File: src/rtl/ntt_butterfly_unit_pkg.sv
// Shared constants, mode encoding and modular add/sub helpers for the
// q = 3329 NTT/INTT butterfly datapath.
package ntt_butterfly_unit_pkg;

  localparam int BF_DATA_WIDTH = 12;
  localparam int BF_Q          = 3329;
  localparam int BF_MUL_LAT    = 4;

  localparam logic [BF_DATA_WIDTH-1:0] BF_Q_W = BF_DATA_WIDTH'(BF_Q);

  typedef enum logic {
    BF_CT = 1'b0,
    BF_GS = 1'b1
  } bf_mode_e;

  // (x + y) mod Q for x, y < Q: one conditional subtract is enough.
  function automatic logic [BF_DATA_WIDTH-1:0] mod_add(
    input logic [BF_DATA_WIDTH-1:0] x,
    input logic [BF_DATA_WIDTH-1:0] y
  );
    logic [BF_DATA_WIDTH:0] s;
    s = {1'b0, x} + {1'b0, y};
    if (s >= {1'b0, BF_Q_W}) begin
      s = s - {1'b0, BF_Q_W};
    end
    return s[BF_DATA_WIDTH-1:0];
  endfunction

  // (x - y) mod Q for x, y < Q: the extra MSB is the borrow flag.
  function automatic logic [BF_DATA_WIDTH-1:0] mod_sub(
    input logic [BF_DATA_WIDTH-1:0] x,
    input logic [BF_DATA_WIDTH-1:0] y
  );
    logic [BF_DATA_WIDTH:0] d;
    d = {1'b0, x} - {1'b0, y};
    if (d[BF_DATA_WIDTH]) begin
      d = d + {1'b0, BF_Q_W};
    end
    return d[BF_DATA_WIDTH-1:0];
  endfunction

endpackage

File: src/rtl/modular_mul.sv
// Fixed-modulus (q = 3329) modular multiplier, 4-cycle latency, Barrett
// reduction with k = 24 so every 12-bit x 12-bit product is covered.
module modular_mul
  import ntt_butterfly_unit_pkg::*;
(
  input  logic                     clk,
  input  logic                     rst,
  input  logic [BF_DATA_WIDTH-1:0] a,
  input  logic [BF_DATA_WIDTH-1:0] b,
  output logic [BF_DATA_WIDTH-1:0] p
);

  localparam int PROD_W    = 2 * BF_DATA_WIDTH;
  localparam int BARRETT_M = (1 << PROD_W) / BF_Q;
  localparam int EST_W     = 13;
  localparam int REM_W     = 14;
  localparam int WIDE_W    = PROD_W + EST_W;

  localparam logic [REM_W-1:0] Q_R  = REM_W'(BF_Q);
  localparam logic [REM_W-1:0] Q2_R = REM_W'(2 * BF_Q);

  // The Barrett estimate undershoots by at most 2, so the remainder is < 3Q.
  function automatic logic [BF_DATA_WIDTH-1:0] reduce_3q(input logic [REM_W-1:0] r);
    logic [REM_W-1:0] t;
    if (r >= Q2_R) begin
      t = r - Q2_R;
    end else if (r >= Q_R) begin
      t = r - Q_R;
    end else begin
      t = r;
    end
    return BF_DATA_WIDTH'(t);
  endfunction

  logic [PROD_W-1:0] prod_p1;
  logic [REM_W-1:0]  prod_lo_p2;
  logic [EST_W-1:0]  qest_p2;
  logic [REM_W-1:0]  rem_p3;

  logic [EST_W-1:0]  qest;
  logic [REM_W-1:0]  qq_lo;

  // The true remainder fits in REM_W bits, so only the low bits of the
  // product and of qest*Q are needed for the subtraction.
  assign qest  = EST_W'((WIDE_W'(prod_p1) * WIDE_W'(BARRETT_M)) >> PROD_W);
  assign qq_lo = REM_W'({1'b0, qest_p2} * Q_R);

  // Four-stage multiply / estimate / subtract / correct pipeline.
  always_ff @(posedge clk) begin
    if (rst) begin
      prod_p1    <= '0;
      prod_lo_p2 <= '0;
      qest_p2    <= '0;
      rem_p3     <= '0;
      p          <= '0;
    end else begin
      // Stage 1: full product
      prod_p1    <= {{BF_DATA_WIDTH{1'b0}}, a} * {{BF_DATA_WIDTH{1'b0}}, b};
      // Stage 2: quotient estimate
      prod_lo_p2 <= prod_p1[REM_W-1:0];
      qest_p2    <= qest;
      // Stage 3: coarse remainder
      rem_p3     <= prod_lo_p2 - qq_lo;
      // Stage 4: final correction
      p          <= reduce_3q(rem_p3);
    end
  end

endmodule

File: src/rtl/ntt_butterfly_unit_bf_delay_line.sv
// DEPTH x WIDTH shift register with synchronous reset. The MSB of each word
// is treated as an occupancy flag and OR-reduced over all stages on live.
module bf_delay_line #(
  parameter int DEPTH = 4,
  parameter int WIDTH = 8
) (
  input  logic             clk,
  input  logic             rst,
  input  logic [WIDTH-1:0] din,
  output logic [WIDTH-1:0] dout,
  output logic             live
);

  logic [DEPTH-1:0][WIDTH-1:0] pipe;

  // Shift one stage per clock; reset clears every stage.
  always_ff @(posedge clk) begin
    if (rst) begin
      pipe <= '0;
    end else begin
      pipe[0] <= din;
      for (int i = 1; i < DEPTH; i++) begin
        pipe[i] <= pipe[i-1];
      end
    end
  end

  assign dout = pipe[DEPTH-1];

  // Any stage holding a flagged word.
  always_comb begin
    live = 1'b0;
    for (int i = 0; i < DEPTH; i++) begin
      live = live | pipe[i][WIDTH-1];
    end
  end

endmodule

File: src/rtl/ntt_butterfly_unit.sv
// Pipelined radix-2 NTT/INTT butterfly (q = 3329), 6-cycle latency, one
// sample per clock. Mode per sample: CT (forward) or GS (inverse).
module ntt_butterfly_unit
  import ntt_butterfly_unit_pkg::*;
#(
  parameter int DATA_WIDTH = 12,
  parameter int Q          = 3329,
  parameter int MUL_LAT    = 4
) (
  input  logic                  clk,
  input  logic                  rst,
  input  logic                  in_valid,
  input  logic                  mode,
  input  logic [DATA_WIDTH-1:0] a_in,
  input  logic [DATA_WIDTH-1:0] b_in,
  input  logic [DATA_WIDTH-1:0] w_in,
  output logic                  out_valid,
  output logic [DATA_WIDTH-1:0] a_out,
  output logic [DATA_WIDTH-1:0] b_out,
  output logic                  busy
);

  // The multiplier has a fixed modulus, width and latency.
  if (Q != BF_Q || DATA_WIDTH != BF_DATA_WIDTH || MUL_LAT != BF_MUL_LAT) begin : g_param_check
    $error("ntt_butterfly_unit: Q, DATA_WIDTH and MUL_LAT must match modular_mul");
  end

  localparam int DL_W = DATA_WIDTH + 2;

  logic                  vld_p1;
  logic                  mode_p1;
  logic [DATA_WIDTH-1:0] x_p1;
  logic [DATA_WIDTH-1:0] op_p1;
  logic [DATA_WIDTH-1:0] w_p1;

  logic                  vld_p5;
  logic                  mode_p5;
  logic [DATA_WIDTH-1:0] x_p5;
  logic [DATA_WIDTH-1:0] p_p5;

  logic [DL_W-1:0]       dl_dout;
  logic                  dl_live;

  // Stage 1: choose multiplier operand and bypass operand by mode.
  always_ff @(posedge clk) begin
    if (rst) begin
      vld_p1  <= 1'b0;
      mode_p1 <= 1'b0;
      x_p1    <= '0;
      op_p1   <= '0;
      w_p1    <= '0;
    end else begin
      vld_p1 <= in_valid;
      if (in_valid) begin
        mode_p1 <= mode;
        w_p1    <= w_in;
        if (mode == BF_GS) begin
          op_p1 <= mod_sub(a_in, b_in);
          x_p1  <= mod_add(a_in, b_in);
        end else begin
          op_p1 <= b_in;
          x_p1  <= a_in;
        end
      end else begin
        mode_p1 <= 1'b0;
        w_p1    <= '0;
        op_p1   <= '0;
        x_p1    <= '0;
      end
    end
  end

  // Stages 2-5: product and matching delay of x / mode / valid.
  modular_mul u_mul (
    .clk (clk),
    .rst (rst),
    .a   (op_p1),
    .b   (w_p1),
    .p   (p_p5)
  );

  bf_delay_line #(
    .DEPTH (MUL_LAT),
    .WIDTH (DL_W)
  ) u_dly (
    .clk  (clk),
    .rst  (rst),
    .din  ({vld_p1, mode_p1, x_p1}),
    .dout (dl_dout),
    .live (dl_live)
  );

  assign vld_p5  = dl_dout[DL_W-1];
  assign mode_p5 = dl_dout[DL_W-2];
  assign x_p5    = dl_dout[DATA_WIDTH-1:0];

  // Stage 6: final add/sub for CT, pass-through for GS; hold when idle.
  always_ff @(posedge clk) begin
    if (rst) begin
      out_valid <= 1'b0;
      a_out     <= '0;
      b_out     <= '0;
    end else begin
      out_valid <= vld_p5;
      if (vld_p5) begin
        if (mode_p5 == BF_GS) begin
          a_out <= x_p5;
          b_out <= p_p5;
        end else begin
          a_out <= mod_add(x_p5, p_p5);
          b_out <= mod_sub(x_p5, p_p5);
        end
      end
    end
  end

  assign busy = vld_p1 | dl_live | out_valid;

endmodule
File: config.mk
export PLATFORM = sky130hd
export DESIGN_NAME = ntt_butterfly_unit
export DESIGN_NICKNAME = d
export VERILOG_FILES = /design/src/rtl/ntt_butterfly_unit_pkg.sv /design/src/rtl/modular_mul.sv /design/src/rtl/ntt_butterfly_unit_bf_delay_line.sv /design/src/rtl/ntt_butterfly_unit.sv
export SDC_FILE = /design/constraint.sdc
export NUM_CORES = 1
export LEC_CHECK = 0
export CAP_MARGIN = 20
export CELL_PAD_IN_SITES_DETAIL_PLACEMENT = 1
export CELL_PAD_IN_SITES_GLOBAL_PLACEMENT = 2
export CORE_ASPECT_RATIO = 0.5
export CORE_UTILIZATION = 37
export CTS_BUF_LIST = sky130_fd_sc_hd__clkbuf_8
export DETAILED_ROUTE_END_ITERATION = 6
export GPL_TIMING_DRIVEN = 0
export PLACE_DENSITY = 0.79
export SYNTH_ARGS = -nofsm -noshare
export SYNTH_HDL_FRONTEND = slang
export SYNTH_SLANG_ARGS = --single-unit
File: constraint.sdc
create_clock -name clk -period 5.75 [get_ports clk]
set_input_delay 0.575 -clock clk [delete_from_list [all_inputs] [get_ports clk]]
set_output_delay 0.575 -clock clk [all_outputs]
set_load 0.005 [all_outputs]
==> results of run 1 <==
critical path: cells and delay by family (launching register included):
family	cells	cell delay [ns]
adders and majority gates	6	2.80
AOI/OAI and AO/OA	6	1.24
buffers and inverters	4	0.39
DFF	1	0.38
xor gates and xnor gates	1	0.36
and+or+nand+nor	3	0.30
area by class of cell:
type,count,area share
multi-input combinational,1596,0.653
sequential,196,0.173
inverter,391,0.0640
tap,744,0.0406
timing repair buffer,71,0.0302
buffer,76,0.0193
clock buffer,17,0.0102
clock inverter,15,0.00971
antenna,1,0.000109
repair_timing:
action                     4_1_cts  5_1_grt
hold endpoints to repair         0        0
setup endpoints to repair       16       12
buffers inserted                 0        7
pin swaps                        1       10
gates cloned                     0        0
gates resized for setup         69       59
sequential cells by signal (all words and copies together) (netlist names):
register / cells
u_mul.p: 12
u_dly.pipe: 42
mode_p1: 1
a_out: 12
vld_p1: 1
out_valid: 1
op_p1: 12
u_mul.prod_lo_p2: 14
u_mul.rem_p3: 14
w_p1: 12
u_dly.dout: 14
u_mul.qest_p2: 13
u_mul.prod_p1: 24
x_p1: 12
b_out: 12
routing by layer:
| layer | GRT usage | up-vias | share of wire |
|---|---|---|---|
| met5 | 0 | - | 0 |
| met4 | 0.0276 | 0 | 0.0077 |
| met3 | 0.0246 | 29 | 0.032 |
| met2 | 0.321 | 207 | 0.44 |
| met1 | 0.308 | 7818 | 0.52 |
| li1 | - | 7490 | - |
cells by family after synthesis:
| family | count (synthesis) | share of synthesized area |
|---|---|---|
| and+or+nand+nor | 618 | 0.152 |
| adders and majority gates | 517 | 0.403 |
| buffers and inverters | 467 | 0.0861 |
| AOI/OAI and AO/OA | 330 | 0.111 |
| DFF | 196 | 0.191 |
| xor gates and xnor gates | 123 | 0.0528 |
| muxes | 8 | 0.00402 |
where the power goes:
group          leakage [nW]  internal (mW)  switching [mW]
sequential             1.61           1.49           0.160
clock                 0.225          0.387           0.618
combinational          9.37           1.49            2.01
total                  11.2           3.37            2.79
layout by cell type (no fill, tap or decap), drive strengths merged, types with 25 or more instances in the layout:
cell type	n
nor2	125
nand2	165
clkbuf	79
inv	397
clkdlybuf4s50	64
nor3	27
a21oi	94
dfxtp	196
a21o	25
o21ai	57
and2	71
fa	240
ha	277
xnor2	84
nor2b	89
xor2	39
nand3	31
nand2b	28
path summary, 6_finish.rpt:
kind	to	start	slack, ns	depth (start not counted)
min reg2reg	u_dly.dout[2]$_SDFF_PP0_	u_dly.pipe[30]$_SDFF_PP0_	0.45	1
max	u_mul.prod_p1[23]$_SDFF_PP0_	w_p1[6]$_SDFF_PP0_	0.14	20
min	u_dly.dout[2]$_SDFF_PP0_	u_dly.pipe[30]$_SDFF_PP0_	0.45	1
max reg2reg	u_mul.prod_p1[23]$_SDFF_PP0_	w_p1[6]$_SDFF_PP0_	0.14	20
through the flow:
stage / hold WS (ns) / cell area, um2 / setup WS (ns) / utilization
floorplan: 0.414 / 20500 / 0.336 / -
global placement: 0.420 / 22100 / -0.890 / 0.407
detailed placement: 0.425 / 22100 / -0.862 / 0.407
CTS: 0.445 / 22800 / -0.0243 / 0.419
global route: 0.452 / 22900 / -0.0345 / 0.423
finish: 0.447 / 22900 / 0.145 / 0.423
==> impl_metrics.toml, run 1 <==
[status]
status = "finished, final reports clean"

[die]
die_area_um2 = 56500
ioPinCount = 66
core_um2 = 54300
chipHeight_um = 169
row_count = 60
fp.dieW_um = 335
initial_core_util = 0.378

[place]
io_buffers = 64
dpl.hpwl_um = 47200
placer_congestion = 0.902
place_inst = 3067

[global_routing]
grt_antenna_before_repair = 3
grt_max_degree = 23
grt_first_pass_wirelength_um = 90800
grt.overflow.total = 0
grt_usage = 0.205
grt_pass1_vias = 16500

[pwr]
static_leakage_nw = 11.2
vdd_drop_max_v = 0.000162
finalPower_mw = 6.16
cellPowerDensity_nw_per_um2 = 268

[synth]
netlist.top_cell.by_area = "sky130_fd_sc_hd__fa_1"
post-synth-top-count-cell = "sky130_fd_sc_hd__inv_1"
primary_flip_flop_cell_chosen_by_synthesis_mapping = "sky130_fd_sc_hd__dfxtp_1"
seq_area_frac_synth = 0.191
ranking_of_synthesized_cells_by_instance_count = "390 x sky130_fd_sc_hd__inv_1, 277 x sky130_fd_sc_hd__ha_1, 240 x sky130_fd_sc_hd__fa_1"
synth.distinct_cells = 82
synth_enable_flop_cells = 0
synth_area_per_cell_um2 = 9.09
yosys_warnings = 0
synthDominantCellAreaShare = 0.234
synth_fp_nets = 2816
asyncSetResetFlopFracSynth = 0
syn-instance-count = 2259
synth.area.top_cells = "sky130_fd_sc_hd__fa_1 23%, sky130_fd_sc_hd__dfxtp_1 19%, sky130_fd_sc_hd__ha_1 17%, sky130_fd_sc_hd__inv_1 7.1%, sky130_fd_sc_hd__xnor2_1 3.5%"
post_synth_instance_area_um2 = 20500
ys_ff_latch = 196

[worst_setup_path]
start_kind = "flop"
timing_worst_setup_path_type = "reg -> reg"
cp_slowest_stage_delay_ns = 0.53
cpMaxStageDelayCell = "sky130_fd_sc_hd__fa_1"
crit_arrival_ns = 6.00
timing.critical_path.cells = "clkbuf_2 -> nand2_1 -> fa_1 -> fa_1 -> fa_1 -> inv_1 -> fa_1 -> inv_1 -> fa_1 -> inv_1 -> ha_2 -> a2111oi_4 -> o21ai_2 -> nand3_2 -> a221oi_2 -> o221a_2 -> a211oi_4 -> a21oi_2 -> xnor2_2 -> nor2_1"
timing.critical_path.mode_cell = "sky130_fd_sc_hd__fa_1"
timing.critical_path.fanout_max = 10
critPathCaptureType = "flop"
critical_path_data_required_time_ns = 6.14

[finish]
multi_input_area_um2 = 15000
area_growth_syn_to_layout_pct = 11.7
nets = 2906
layout_cells_sized_above_1 = 0.0563
sequential_cell_area_um2 = 3980
nFillCells = 6346
instances_no_fill = 3107

[sta]
grt_setup_unrepaired = "true"
timing_max_transition_violations_final = 0
slew-limit-headroom = 0.260
hold_viol_final = 0
portion_of_the_clock_cycle_consumed_by_the_worst_path_in_the_final_layout = 0.975
worst_slew_pin_slew_ns = 1.11
final.min_clock_period_ns = 5.61
timing.final.setup_violations = 0
worst_clock_skew_ns = 0.0260
setup_total_negative_slack_ns = 0
max_clock_freq_ghz = 0.178

[detailed_routing]
routed-via-count = 15500
drt_iter0_markers = 775
remaining_drc_errors = 0
ant_nets = 0
vias_per_cell = 5.00
routed_wirelength_um = 56000
number_of_detailed_route_iterations_in_the_first_pass = 5
detail_route.wl_per_cell_um = 18.0

[clocking]
tritoncts.num_buffers = 17
cts-root-to-sink-buffers = 2
cts-htree-levels = 4
ctsHoldBuffers = 0
clock_slew_at_reported_path_ffs_ns = 0.12
cts.sink_count = 196
cts_tree = "built"
root_buffer = "sky130_fd_sc_hd__clkbuf_8"
clock_latency_ns = 0.52

[worst_hold_path]
hp-class = "reg -> reg"

[run]
maxCapViolCount = 0
Power figures use the tool's default switching activity.
==> run 2: changes to the inputs <==
Settings changed: CORE_MARGIN set to 4.
==> impl_metrics.toml, run 2 (synthesis gave the netlist of run 1 again) <==
[finish]
largest_registers = "u_dly.pipe x42, u_mul.prod_p1 x24"
instances_no_fill = 3110
nets = 2909
nFillCells = 6307
multi_input_area_um2 = 15000
largest_reg_flops = 42
sequential_cell_area_um2 = 3990
registers.top_by_ff_count = "u_dly.pipe"
area_growth_syn_to_layout_pct = 12.1
layout_cells_sized_above_1 = 0.0622
most_frequent_cells_in_the_layout = "389 x sky130_fd_sc_hd__inv_1, 274 x sky130_fd_sc_hd__ha_1, 240 x sky130_fd_sc_hd__fa_1, 167 x sky130_fd_sc_hd__dfxtp_1, 164 x sky130_fd_sc_hd__nand2_1"
layout.cells.most_common = "sky130_fd_sc_hd__inv_1"

[sta]
hold_viol_final = 0
max_clock_freq_ghz = 0.182
timing.final.setup_violations = 0
timing_max_transition_violations_final = 0
portion_of_the_clock_cycle_consumed_by_the_worst_path_in_the_final_layout = 0.957
worst_slew_pin_slew_ns = 1.12
slew-limit-headroom = 0.250
worst_clock_skew_ns = 0.0265
final.min_clock_period_ns = 5.51

[run]
maxCapViolCount = 0

[pwr]
share_clk_of_total_power = 0.157
finalPower_mw = 6.15
vdd_drop_max_v = 0.000189
power.internal_mw = 3.33
cellPowerDensity_nw_per_um2 = 267
sequentialPowerShare = 0.270
total_switching_power_mw = 2.81
switching_share = 0.458
static_leakage_nw = 11.2
combPwrFrac = 0.573

[place]
place_inst = 3067
io_buffers = 64
placer_congestion = 0.845
dpl.hpwl_um = 47600

[detailed_routing]
ant_nets = 0
routed-via-count = 15600
number_of_detailed_route_iterations_in_the_first_pass = 5
drt_iter0_markers = 716
vias_per_cell = 5.01
detail_route.wl_per_cell_um = 18.4
routed_wirelength_um = 57200
remaining_drc_errors = 0

[global_routing]
grt_antenna_before_repair = 0
grt_max_degree = 23
grt_pass1_vias = 16500
grt.overflow.total = 0
grt_usage = 0.194
grt_first_pass_wirelength_um = 91500

[clocking]
clock_latency_ns = 0.52
clock_slew_at_reported_path_ffs_ns = 0.13
cts-htree-levels = 4
root_buffer = "sky130_fd_sc_hd__clkbuf_8"
cts_tree = "built"
ctsHoldBuffers = 0
cts.sink_count = 196
tritoncts.num_buffers = 17
cts-root-to-sink-buffers = 2

[worst_setup_path]
rrSetupSlack_ns = 0.24
timing_worst_setup_path_type = "reg -> reg"
reg2reg_to = "u_mul.qest_p2[12]$_SDFF_PP0_"
critical_path_data_required_time_ns = 6.14
timing.critical_path.fanout_max = 4
regToRegStartpoint = "u_mul.prod_p1[21]$_SDFF_PP0_"
reg2reg_depth = 20
start_kind = "flop"
crit_arrival_ns = 5.89
critPathCaptureType = "flop"

[die]
chipHeight_um = 175
initial_core_util = 0.378
die_area_um2 = 59600
ioPinCount = 66
fp.dieW_um = 341
row_count = 60
core_um2 = 54400

[worst_hold_path]
hp-class = "reg -> reg"
hold_end = "u_dly.pipe[37]$_SDFF_PP0_"
hp-start = "u_dly.pipe[23]$_SDFF_PP0_"
worstHoldPathCells = 1

[status]
status = "finished, final reports clean"
==> run 2: changes by cell type in the layout (fill, tap and decap cells not counted), sizes merged <==
cell | before | now
clkbuf | 79 | 83
bufinv | 1 | 0
buf | 21 | 20
clkinv | 8 | 7
clkinvlp | 0 | 2
==> run 2: power by group through the flow <==
stage                     Clock, mW  Combinational [mW]  Sequential, mW
after detailed placement          0                3.47            1.69
after global placement            0                3.38            1.69
after global routing           1.05                4.02            1.68
final                         0.965                3.52            1.66
after CTS                      1.01                3.51            1.66
after floorplan                   0                2.65            1.61
==> run 2: worst max path at each step <==
stage | depth (start not counted) | from | slack (ns) | endpoint
after detailed placement | 20 | op_p1[5]$_SDFF_PP0_ | -0.98 | u_mul.prod_p1[23]$_SDFF_PP0_
final | 20 | u_mul.prod_p1[21]$_SDFF_PP0_ | 0.24 | u_mul.qest_p2[12]$_SDFF_PP0_
after global routing | 20 | u_mul.prod_p1[21]$_SDFF_PP0_ | -0.02 | u_mul.qest_p2[9]$_SDFF_PP0_
after CTS | 20 | op_p1[5]$_SDFF_PP0_ | 0.002 | u_mul.prod_p1[23]$_SDFF_PP0_
after floorplan | 20 | w_p1[5]$_SDFF_PP0_ | 0.34 | u_mul.prod_p1[23]$_SDFF_PP0_
after global placement | 20 | w_p1[5]$_SDFF_PP0_ | -0.92 | u_mul.prod_p1[23]$_SDFF_PP0_
==> run 2: layer usage <==
layer | up-vias | part of all wire | GRT usage
met5 | - | 0 | 0
met4 | 0 | 0.0084 | 0.0256
met3 | 31 | 0.032 | 0.0248
met2 | 208 | 0.45 | 0.308
met1 | 7862 | 0.51 | 0.289
li1 | 7484 | - | -
==> run 2: final cells by class <==
class,instances,share of cell area
well taps,744,0.0405
clock inverters,15,0.00854
inverters,391,0.0639
plain buffers,76,0.0191
clock buffers,17,0.0102
flip-flops and latches,196,0.173
repair buffers,74,0.0313
diodes,1,0.000109
multi-input cells,1596,0.653
==> run 2: critical path: stages (launching register included) <==
cell and delay (ns):
sky130_fd_sc_hd__dfxtp_4 0.39, sky130_fd_sc_hd__clkinvlp_4 0.12, sky130_fd_sc_hd__fa_1 0.49, sky130_fd_sc_hd__fa_1 0.50, sky130_fd_sc_hd__inv_1 0.06, sky130_fd_sc_hd__fa_1 0.50
sky130_fd_sc_hd__fa_1 0.53, sky130_fd_sc_hd__inv_1 0.06, sky130_fd_sc_hd__fa_1 0.54, sky130_fd_sc_hd__inv_1 0.07, sky130_fd_sc_hd__ha_4 0.25, sky130_fd_sc_hd__a21o_1 0.17
sky130_fd_sc_hd__a21o_1 0.20, sky130_fd_sc_hd__a221oi_2 0.27, sky130_fd_sc_hd__nand2_1 0.08, sky130_fd_sc_hd__o211ai_1 0.30, sky130_fd_sc_hd__nand2_2 0.16, sky130_fd_sc_hd__a221oi_4 0.31
sky130_fd_sc_hd__o21ai_0 0.17, sky130_fd_sc_hd__xnor2_1 0.15, sky130_fd_sc_hd__nor2_1 0.05
==> run 2: stage by stage <==
step | instance area, um2 | hold slack, ns | setup WS (ns) | TNS, ns | utilization
2_1_floorplan | 20500 | 0.414 | 0.336 | 0 | -
6_report | 23000 | 0.438 | 0.245 | 0 | 0.423
5_1_grt | 23000 | 0.454 | -0.0158 | -0.0227 | 0.423
3_5_place_dp | 22100 | 0.425 | -0.984 | -3.80 | 0.407
3_3_place_gp | 22100 | 0.416 | -0.924 | -2.84 | 0.407
4_1_cts | 22800 | 0.444 | 0.00167 | 0 | 0.419
==> run 2: repair_timing <==
action | CTS | global route
setup buffers | 3 | 7
resized for setup | 75 | 68
pin swaps | 3 | 13
setup endpoints to repair | 15 | 14
